## config.mk

```make
export PLATFORM = sky130hd
export DESIGN_NAME = opc7_sram8_bridge
export DESIGN_NICKNAME = d
export VERILOG_FILES = /design/src/rtl/opc7_sram8_bridge_pkg.sv /design/src/rtl/opc7_sram8_bridge.sv
export SDC_FILE = /design/constraint.sdc
export NUM_CORES = 1
export LEC_CHECK = 0
export CORE_UTILIZATION = 24
export CTS_BUF_LIST = sky130_fd_sc_hd__clkbuf_8 sky130_fd_sc_hd__clkbuf_16
export DETAILED_ROUTE_END_ITERATION = 12
export SYNTH_ARGS = -nofsm -noshare
export SYNTH_HDL_FRONTEND = slang
export SYNTH_SLANG_ARGS = --single-unit
```

## constraint.sdc

```tcl
create_clock -name clk -period 2.5 [get_ports clk]
set_input_delay 0.5 -clock clk [delete_from_list [all_inputs] [get_ports clk]]
set_output_delay 0.5 -clock clk [all_outputs]
set_load 0.05 [all_outputs]
```

## src/rtl/opc7_sram8_bridge_pkg.sv

```systemverilog
// Shared opc7 bus-stage definitions: FSM encoding, counter widths and byte-lane helper.
package opc7_sram8_bridge_pkg;

    typedef enum logic [1:0] {
        StIdle   = 2'd0,
        StBeat   = 2'd1,
        StIoWait = 2'd2,
        StDone   = 2'd3
    } bus_state_e;

    localparam int unsigned PhaseW = 4;
    localparam int unsigned BeatW  = 2;
    localparam int unsigned TmoW   = 8;

    localparam logic [BeatW-1:0] LastBeat = 2'd3;

    function automatic logic [7:0] lane_byte(input logic [31:0] word, input logic [1:0] lane);
        return word[{lane, 3'b000} +: 8];
    endfunction

endpackage

```

## src/rtl/opc7_sram8_bridge.sv

```systemverilog
// opc7 downstream bus stage: 32-bit CPU cycles to 4 little-endian byte beats on an 8-bit
// async SRAM, or a single req/ack I/O transfer, stalling the core via cpu_clken.
module opc7_sram8_bridge
    import opc7_sram8_bridge_pkg::*;
#(
    parameter int unsigned WAIT_STATES = 1,
    parameter int unsigned IO_TIMEOUT  = 255
) (
    input  logic        clk,
    input  logic        reset_b,
    input  logic [19:0] cpu_address,
    input  logic [31:0] cpu_dout,
    input  logic        cpu_rnw,
    input  logic        cpu_vpa,
    input  logic        cpu_vda,
    input  logic        cpu_vio,
    output logic [31:0] cpu_din,
    output logic        cpu_clken,
    output logic [21:0] sram_addr,
    output logic [7:0]  sram_wdata,
    input  logic [7:0]  sram_rdata,
    output logic        sram_ce_b,
    output logic        sram_oe_b,
    output logic        sram_we_b,
    output logic        sram_drive_b,
    output logic        io_req,
    output logic        io_rnw,
    output logic [19:0] io_addr,
    output logic [31:0] io_wdata,
    input  logic [31:0] io_rdata,
    input  logic        io_ack
);

    // A beat is one setup cycle (strobe_q=0) followed by WAIT_STATES+1 strobe cycles, counted
    // by phase_q from 0; the separate flag keeps the 4-bit counter sufficient for 15 wait states.
    localparam logic [PhaseW-1:0] LastPhase = PhaseW'(WAIT_STATES);
    localparam logic [TmoW-1:0]   LastTmo   = TmoW'(IO_TIMEOUT - 1);

    bus_state_e        state_q, state_d;
    logic [19:0]       addr_q, addr_d;
    logic [31:0]       data_q, data_d;
    logic              rnw_q, rnw_d;
    logic [BeatW-1:0]  beat_q, beat_d;
    logic [PhaseW-1:0] phase_q, phase_d;
    logic              strobe_q, strobe_d;
    logic [TmoW-1:0]   tmo_q, tmo_d;
    logic [31:0]       rd_q, rd_d;
    logic [31:0]       din_q, din_d;

    logic access, mem_cyc, strobe_on;

    assign mem_cyc = cpu_vpa | cpu_vda;
    assign access  = mem_cyc | cpu_vio;

    always_ff @(posedge clk) begin
        if (!reset_b) begin
            state_q  <= StIdle;
            addr_q   <= '0;
            data_q   <= '0;
            rnw_q    <= 1'b1;
            beat_q   <= '0;
            phase_q  <= '0;
            strobe_q <= 1'b0;
            tmo_q    <= '0;
            rd_q     <= '0;
            din_q    <= '0;
        end else begin
            state_q  <= state_d;
            addr_q   <= addr_d;
            data_q   <= data_d;
            rnw_q    <= rnw_d;
            beat_q   <= beat_d;
            phase_q  <= phase_d;
            strobe_q <= strobe_d;
            tmo_q    <= tmo_d;
            rd_q     <= rd_d;
            din_q    <= din_d;
        end
    end

    always_comb begin
        state_d  = state_q;
        addr_d   = addr_q;
        data_d   = data_q;
        rnw_d    = rnw_q;
        beat_d   = beat_q;
        phase_d  = phase_q;
        strobe_d = strobe_q;
        tmo_d    = tmo_q;
        rd_d     = rd_q;
        din_d    = din_q;
        unique case (state_q)
            StIdle: begin
                if (access) begin
                    addr_d = cpu_address;
                    data_d = cpu_dout;
                    rnw_d  = cpu_rnw;
                end
                if (mem_cyc) begin
                    beat_d   = '0;
                    phase_d  = '0;
                    strobe_d = 1'b0;
                    state_d  = StBeat;
                end else if (cpu_vio) begin
                    tmo_d   = '0;
                    state_d = StIoWait;
                end
            end
            StBeat: begin
                if (!strobe_q) begin
                    strobe_d = 1'b1;
                    phase_d  = '0;
                end else if (phase_q == LastPhase) begin
                    strobe_d = 1'b0;
                    phase_d  = '0;
                    if (rnw_q) rd_d[{beat_q, 3'b000} +: 8] = sram_rdata;
                    if (beat_q == LastBeat) begin
                        // cpu_din only changes once the whole word is in
                        if (rnw_q) din_d = rd_d;
                        state_d = StDone;
                    end else begin
                        beat_d = beat_q + 2'd1;
                    end
                end else begin
                    phase_d = phase_q + 4'd1;
                end
            end
            StIoWait: begin
                if (io_ack) begin
                    if (rnw_q) din_d = io_rdata;
                    state_d = StDone;
                end else if (tmo_q == LastTmo) begin
                    if (rnw_q) din_d = 32'hFFFF_FFFF;
                    state_d = StDone;
                end else begin
                    tmo_d = tmo_q + 8'd1;
                end
            end
            StDone: state_d = StIdle;
            default: state_d = StIdle;
        endcase
    end

    always_comb begin
        strobe_on    = (state_q == StBeat) && strobe_q;
        cpu_clken    = !reset_b || ((state_q == StIdle) && !access) || (state_q == StDone);
        cpu_din      = din_q;
        sram_addr    = {addr_q, beat_q};
        sram_wdata   = lane_byte(data_q, beat_q);
        sram_ce_b    = (state_q != StBeat);
        sram_oe_b    = !(strobe_on && rnw_q);
        sram_we_b    = !(strobe_on && !rnw_q);
        sram_drive_b = !(strobe_on && !rnw_q);
        io_req       = (state_q == StIoWait);
        io_rnw       = rnw_q;
        io_addr      = addr_q;
        io_wdata     = data_q;
    end

endmodule
```

# After elaboration in Yosys (flattened, before gate mapping)
# Cells that the tools add are included.
[word_totals]
reg_bits = 134
latch_bits = 0
ramBits = 0
romBits = 0
in_bits = 99
output_inout_bits = 121
wordCells = 98
mem_count = 0
[classes]
n_addsub = 4
multipliers = 0
div = 0
order_cmp = 0
n_eq_ne = 20
shifts = 3
n_mux = 37
n_bitwise = 2
reduce_logical = 22
[op_table]
columns = ["operator", "count"]
rows = [
  ["32-bit 2-to-1 mux", 9],
  ["32-bit case mux with 2 select lines", 1],
  ["32-bit bitwise mux", 1],
  ["8-bit 2-to-1 mux", 4],
  ["8-bit by 7-bit variable shift with 32-bit output, first input constant", 1],
  ["32-bit by 6-bit variable part select with 8-bit output", 1],
  ["8-bit by 7-bit variable part select with 32-bit output", 1],
  ["2-bit 2-to-1 mux", 11],
  ["2-bit inequality test, second input constant", 10],
  ["8-bit case mux with 2 select lines", 1],
  ["5-bit AND reduction", 3],
  ["4-bit 2-to-1 mux", 3],
  ["8-bit by 1-bit adder with 8-bit output, second input constant", 1],
  ["8-bit == test, second input constant", 1],
  ["2-bit case mux with 4 select lines", 1],
  ["4-bit case mux with 2 select lines", 1],
  ["5-bit negator with 7-bit output", 1],
  ["7-bit AND reduction", 1],
  ["2-bit == test, second input constant", 3],
  ["2-bit nonzero test", 3],
  ["1-bit zero test", 5],
  ["4-bit by 1-bit adder with 4-bit output, second input constant", 1],
  ["4-bit by 1-bit == test with 1-bit output, second input constant", 1],
  ["1-bit logical AND", 4],
  ["other kinds (13)", 19],
]

# Logic depth before layout (Yosys ltp)
# Gate-level depths: netlist of run 1.
[logic_depth]
word_depth = 9
mapped_depth = 10

# Least setup slack after synthesis of run 1
# OpenSTA, ideal clock, no wires.
[synth_timing]
kind = "reg-to-reg"
from = "register beat_q[0]"
to = "register rd_q[24]"
arrival_ns = 2.724
required_time_ns = 2.435
setup_slack_ns = -0.290
stages_incl_launch_ff = 11
n_path_buf = 3
period_less_slack_ns = 2.790
path_cell_list = "dfxtp_1 -> buf_2 -> inv_1 -> ha_1 -> nor2b_1 -> nor2b_1 -> clkbuf_1 -> and2_1 -> clkbuf_1 -> a22oi_1 -> nor2_1"
[synth_between]
elab_chain_len = 4
[synth_lines]
columns = ["item", "line", "text"]
rows = [
  ["from (decl)", "opc7_sram8_bridge.sv:43", "logic [BeatW-1:0] beat_q, beat_d;"],
  ["from (signal assigned)", "opc7_sram8_bridge.sv:72", "beat_q <= beat_d;"],
  ["5-bit negator with 7-bit output (*)", "opc7_sram8_bridge.sv:116", "if (rnw_q) rd_d[{beat_q, 3'b000} +: 8] = sram_rdata;"],
  ["8-bit by 7-bit variable part select with 32-bit output / 8-bit by 7-bit variable shift with 32-bit output (equally long branches)", "opc7_sram8_bridge.sv:116", ""],
  ["32-bit bitwise mux (*)", "opc7_sram8_bridge.sv:116", ""],
  ["32-bit 2-to-1 mux (*)", "opc7_sram8_bridge.sv:116", ""],
  ["to (signal assigned)", "opc7_sram8_bridge.sv:76", "rd_q <= rd_d;"],
  ["to (decl)", "opc7_sram8_bridge.sv:47", "logic [31:0] rd_q, rd_d;"],
]
# Every way passes the cells marked *; elsewhere a longest branch is shown, timed or not.
# A chain may end at the register's enable or synchronous reset.

# Worst setup path in the final report of run 1
[layout_timing]
from = "register beat_q[0]"
to = "output port sram_addr[0]"
[layout_lines]
columns = ["item", "line", "text"]
rows = [
  ["to (decl)", "opc7_sram8_bridge.sv:19", "output logic [21:0] sram_addr,"],
]
# No word-level cell between the ends.

==> flow_metrics.py, run 1 <==
metrics = {
    "critical_path": {
        "worstPathMaxFanout": 16,
        "worstPathRequired_ps": 2000,
        "crit_arrival_ps": 1920,
        "worst_setup_path_end_kind": "output pin",
        "start_kind": "flip-flop",
        "rr_startpoint": "beat_q[1]$_SDFFE_PN0P_",
        "r2r_end": "rd_q[7]$_SDFFE_PN0P_",
        "path_class": "reg -> out",
        "reg2reg_depth": 7,
        "rrSetupSlack_ps": 370,
    },
    "global_routing": {
        "overflow": 0,
        "antenna_found_initial": 0,
        "grt_start_max_net_pins": 95,
        "grt_usage": 0.149,
        "grt_pass1_wl_mm": 30.6,
        "grt_pass1_vias": 5651,
    },
    "finish": {
        "num_antenna_cells": 0,
        "area_growth_pct": 48.7,
        "nFillCells": 2566,
        "nNetsFinal": 1005,
        "drive_above_1_share": 0.102,
        "final_area_sq_um": 9150,
    },
    "timing": {
        "fin_crit_ps": 2420,
        "fin_crit_sh": 0.967,
        "maxSlewViolCount": 0,
        "skew_ps": 6.89,
        "final-hold-violation-count": 0,
        "rsz0062_at_grt": "false",
        "max_slew_margin": 0.285,
        "finalSetupViolCount": 0,
        "tightest_slew_ps": 1070,
        "fmax_ghz": 0.413,
        "finalSetupTns_ps": 0,
    },
    "synth": {
        "synth_cell_types": 58,
        "synthTopCellsByCount": "153 x nand2_1, 134 x dfxtp_1, 60 x a21oi_1",
        "yosysWarnings": 0,
        "syn_area_sq_um": 6150,
        "synth-xor-area-share": 0.00569,
        "synth_edf_count": 0,
        "synthMuxAreaShare": 0.0342,
        "synth_top_family_by_area": "compound AO/OA/AOI/OAI gates",
        "yosys.area_share.simple": 0.173,
        "synthTopCellsByArea": "dfxtp_1 44%, nand2_1 9.3%, a21oi_1 4.9%, a221o_1 4.9%, o2111ai_1 4.4%",
        "synth_most_common_cell": "nand2_1",
        "async_flop_share": 0,
        "syn-num-nets": 826,
        "synth_top_area_frac": 0.436,
        "seq_area_frac_synth": 0.436,
        "ys_seq_elements": 134,
        "syn_avg_cell_area_sq_um": 8.64,
        "syn_inst": 712,
        "synth_compound_area_frac": 0.246,
        "synth-adder-area-share": 0.0305,
        "yosysTopAreaCell": "dfxtp_1",
        "synth_ff_type": "dfxtp_1",
    },
    "min_path": {
        "hold_end": "cpu_din[24]$_SDFFE_PN0P_",
        "min_from": "cpu_din[24]$_SDFFE_PN0P_",
        "hold_depth": 2,
        "hp-class": "reg -> reg",
    },
    "floorplanning": {
        "start_util": 0.244,
        "die_h_microns": 162,
        "dieArea_sq_um": 26300,
        "coreArea_sq_um": 25200,
        "die_w_microns": 162,
        "ioPinCount": 220,
        "floorplan.rows": 58,
    },
    "detailed_routing": {
        "wl_mm": 19.8,
        "drtIter0Drc": 443,
        "drc_errors": 0,
        "firstDrtPassIters": 5,
        "wl_per_cell_microns": 16.0,
        "vias": 5901,
        "ant_nets": 0,
        "vias_per_cell": 4.78,
    },
    "placed_design": {
        "place_area_sq_um": 8550,
        "dp_hpwl_mm": 13.9,
        "gp_congestion": 0.845,
        "io_buffer_count": 219,
    },
    "pwr": {
        "p_leak_nw": 3.29,
        "power_density_nw_per_um2": 1110,
        "max-vdd-ir-drop_v": 0.000501,
        "power_w": 0.0102,
    },
    "cts": {
        "cts_max_level": 4,
        "numCtsBuffers": 17,
        "cts_tree": "done",
        "cts-root-buf": "clkbuf_16",
        "ctsHoldBuffers": 0,
        "clock_path_buffers": 2,
        "clk-insertion-delay-late_ps": 420,
        "clk_pin_slew_ps": 60,
        "cts_setup_buffers": 0,
        "postCtsResizedCells": 0,
        "cts.sinks": 134,
    },
    "job": {
        "cap_violations": 0,
    },
    "run_status": {
        "outcome": "finished clean",
    },
}
==> area by class of cell <==
class / instances / area (sq um) / share of cell area
multi-input combinational: 486 / 3040 / 0.332
inverter: 11 / 41.3 / 0.00451
clock inverter: 14 / 160 / 0.0175
tap: 330 / 413 / 0.0451
clock buffer: 18 / 439 / 0.0480
timing repair buffer: 241 / 2380 / 0.260
sequential: 134 / 2690 / 0.293
==> per-stage QoR <==
stage | worst slack, ps | hold slack, ps | cells | util
final | 81.4 | 453 | 1234 | 0.363
after global placement | 158 | 442 | 1202 | 0.340
after global routing | 25.7 | 484 | 1234 | 0.363
after floorplan | 25.9 | 436 | 712 | -
after detailed placement | 112 | 444 | 1202 | 0.340
after CTS | 63.1 | 457 | 1234 | 0.363
==> layout by cell type (no fill, tap or decap), types with 6 or more instances in the layout <==
master	netlist	final
a21oi_1	60	60
o21ai_0	34	34
nor2_1	45	45
o2111ai_1	31	31
nand2_1	153	153
a221o_1	30	30
buf_4	21	32
a22oi_1	31	31
clkbuf_16	0	17
clkdlybuf4s50_1	0	203
ha_1	15	15
inv_1	10	12
o21ai_1	6	6
nand3_1	11	11
mux4_2	8	8
dfxtp_1	134	132
==> power breakdown <==
part	total, W	switching, W	internal, W
sequential	0.00284	0.000313	0.00253
combinational	0.00480	0.00318	0.00162
clock	0.00256	0.000977	0.00159
total	0.0102	0.00447	0.00573
==> state kept, by name, indices dropped and copies added, names as in the netlist <==
register  flops
beat_q        2
io_addr      20
io_rnw        1
strobe_q      1
io_wdata     32
cpu_din      32
state_q       2
rd_q         32
tmo_q         8
phase_q       4
==> cell families after synthesis <==
family / Yosys count
DFF: 134
AOI/OAI and AO/OA: 214
and+or+nand+nor: 242
xor gates and xnor gates: 4
buffers and inverters: 92
muxes: 11
adders and majority gates: 15
==> critical path: stages, from the launching register on <==
cell and delay, ps:
dfxtp_2 320, buf_4 300, clkdlybuf4s50_1 870
==> worst max path at each step <==
stage	startpoint	endpoint	slack, ps	cells after the start
after global placement	cpu_vio	tmo_q[7]$_SDFFE_PN0P_	160	6
after floorplan	beat_q[1]$_SDFFE_PN0P_	rd_q[24]$_SDFFE_PN0P_	30	10
after global routing	beat_q[0]$_SDFFE_PN0P_	sram_addr[0]	30	2
after detailed placement	cpu_vio	tmo_q[7]$_SDFFE_PN0P_	110	6
final	beat_q[0]$_SDFFE_PN0P_	sram_addr[0]	80	2
after CTS	beat_q[0]$_SDFFE_PN0P_	sram_addr[0]	60	2
==> metal layers <==
metal  wire length [microns]  share of wire  GRT usage
met5                       0              0          0
met4                     259          0.013     0.0472
met3                    1360          0.069     0.0393
met2                    9410           0.48      0.250
met1                    8720           0.44      0.184
Note: power is estimated with default switching activity, not from simulation.
==> inputs of run 2 (changes only) <==
- ABC_AREA: unset -> 1
- CORE_UTILIZATION: 24 -> 35
- PLACE_DENSITY: unset -> 0.66
==> flow_metrics.py, run 2 <==
metrics = {
    "cts": {
        "numCtsBuffers": 17,
        "cts_tree": "done",
        "cts_setup_buffers": 0,
        "cts.sinks": 134,
        "postCtsResizedCells": 0,
        "clock_path_buffers": 2,
        "cts_max_level": 4,
        "clk_pin_slew_ps": 60,
        "ctsHoldBuffers": 0,
        "cts-root-buf": "clkbuf_16",
        "clk-insertion-delay-late_ps": 420,
    },
    "synth": {
        "synth_ff_type": "dfxtp_1",
        "synth_most_common_cell": "nor2_1",
        "synthTopCellsByCount": "240 x nor2_1, 179 x nand2_1, 134 x dfxtp_1",
        "synth_top_area_frac": 0.397,
        "yosysWarnings": 0,
        "syn_inst": 1011,
        "seq_area_frac_synth": 0.397,
        "yosysTopAreaCell": "dfxtp_1",
        "syn_avg_cell_area_sq_um": 6.69,
        "synth_edf_count": 0,
        "syn-num-nets": 1125,
        "ys_seq_elements": 134,
        "synth_cell_types": 34,
        "async_flop_share": 0,
        "synthTopCellsByArea": "dfxtp_1 40%, nor2_1 13%, nand2_1 9.9%, o21ai_0 9.6%, nand3_1 4.8%",
        "syn_area_sq_um": 6760,
    },
    "global_routing": {
        "grt_start_max_net_pins": 127,
        "overflow": 0,
        "grt_pass1_vias": 6416,
        "grt_usage": 0.208,
        "grt_pass1_wl_mm": 32.6,
        "antenna_found_initial": 1,
    },
    "detailed_routing": {
        "firstDrtPassIters": 5,
        "wl_per_cell_microns": 14.0,
        "vias": 6983,
        "wl_mm": 20.6,
        "ant_nets": 0,
        "vias_per_cell": 4.76,
        "drc_errors": 0,
        "drtIter0Drc": 433,
    },
    "timing": {
        "fin_crit_ps": 2310,
        "final-hold-violation-count": 0,
        "rsz0062_at_grt": "false",
        "tightest_slew_ps": 608,
        "finalSetupTns_ps": 0,
        "skew_ps": 6.70,
        "finalSetupViolCount": 0,
        "fin_ws_ps": 192,
        "maxSlewViolCount": 0,
        "fmax_ghz": 0.433,
        "max_slew_margin": 0.594,
        "fin_crit_sh": 0.923,
    },
    "min_path": {
        "hp-class": "reg -> reg",
        "min_from": "rd_q[2]$_SDFFE_PN0P_",
    },
    "critical_path": {
        "slowest_delay_ps": 920,
        "crit_buf_inv": 1,
        "path_cells": "clkdlybuf4s50_1",
        "rr_startpoint": "beat_q[0]$_SDFFE_PN0P_",
        "cpLargestDelayFamily": "buffers and inverters",
        "worstPathMaxFanout": 12,
        "startpoint": "beat_q[0]$_SDFFE_PN0P_",
        "worstPathRequired_ps": 2000,
        "worst_setup_path_end_kind": "output pin",
        "crit_arrival_ps": 1810,
        "path_class": "reg -> out",
        "start_kind": "flip-flop",
        "cpMaxStageDelayCell": "clkdlybuf4s50_1",
    },
    "placed_design": {
        "gp_congestion": 0.813,
        "io_buffer_count": 219,
        "pre_cts_slack_ps": 311,
        "dp_hpwl_mm": 14.7,
    },
    "floorplanning": {
        "coreArea_sq_um": 18800,
        "die_h_microns": 141,
        "dieArea_sq_um": 19900,
        "start_util": 0.359,
        "die_w_microns": 141,
        "ioPinCount": 220,
        "floorplan.rows": 50,
    },
    "finish": {
        "num_antenna_cells": 0,
        "final_common_cell": "nor2_1",
        "layout_common_cells": "240 x nor2_1, 204 x clkdlybuf4s50_1, 179 x nand2_1, 133 x dfxtp_1, 129 x o21ai_0",
        "nNetsFinal": 1308,
        "area_growth_pct": 43.5,
        "nFillCells": 1829,
        "drive_above_1_share": 0.0821,
    },
    "pwr": {
        "power_density_nw_per_um2": 1490,
        "p_leak_nw": 4.16,
        "max-vdd-ir-drop_v": 0.00100,
    },
    "run_status": {
        "outcome": "finished clean",
    },
    "job": {
        "cap_violations": 0,
    },
}
## run 2: changes by cell type after synthesis, moves of 15 or more
| cell | change |
|---|---|
| clkbuf_1 | -15 |
| nand3_1 | +54 |
| a221o_1 | -30 |
| inv_1 | +68 |
| o2111ai_1 | -31 |
| a22oi_1 | -31 |
| o21ai_0 | +95 |
| o211ai_1 | +19 |
| nor2_1 | +195 |
| a21oi_1 | -47 |
| nand2_1 | +26 |
## run 2: path summary, 6_finish.rpt
check	end	slack (ps)	cells past startpoint
max	sram_addr[0]	190	1
max reg2reg	cpu_din[0]$_SDFFE_PN0P_	330	9
min	rd_q[2]$_SDFFE_PN0P_	450	2
min reg2reg	rd_q[2]$_SDFFE_PN0P_	450	2
## run 2: stage by stage
| step | instance area (sq um) | std cells | hold slack, ps | power [W] | utilization |
|---|---|---|---|---|---|
| floorplan | 6780 | 1011 | 425 | 0.00920 | - |
| global placement | 9040 | 1435 | 436 | 0.0116 | 0.480 |
| detailed placement | 9040 | 1435 | 448 | 0.0117 | 0.480 |
| CTS | 9700 | 1466 | 456 | 0.0145 | 0.515 |
| global route | 9700 | 1466 | 486 | 0.0154 | 0.515 |
| finish | 9700 | 1466 | 454 | 0.0145 | 0.515 |
## run 2: power breakdown
part	switching (W)	total [W]	leakage, nW	internal, W
clock network	0.00102	0.00283	0.322	0.00181
logic	0.00581	0.00844	2.74	0.00264
registers	0.000450	0.00319	1.10	0.00274
## run 2: kinds of logic after synthesis
family	synth area share
buffers and inverters	0.108
DFF	0.397
adders and majority gates	0.0278
and+or+nand+nor	0.312
xor gates and xnor gates	0.00130
AOI/OAI and AO/OA	0.154
## run 2: final cells by class
type                       count  area (sq um)  share of cell area
sequential                   134          2680               0.277
inverter                      87           327              0.0337
clock inverter                13           216              0.0223
clock buffer                  18           439              0.0453
multi-input combinational    718          3360               0.347
tap                          260           325              0.0335
timing repair buffer         236          2340               0.242
## run 2: routing by layer
| layer | up-vias | GRT usage | share of wire |
|---|---|---|---|
| met1 | 3118 | 0.263 | 0.45 |
| met2 | 236 | 0.327 | 0.45 |
| met4 | 2 | 0.0887 | 0.027 |
| met3 | 36 | 0.0669 | 0.076 |
| li1 | 3591 | - | - |
| met5 | - | 0 | 0.00063 |
==> inputs of run 3 (changes only) <==
- SLEW_MARGIN: unset -> 20
==> results of run 3 <==
No change in the layout: final DEF, timing and power equal those of run 2.
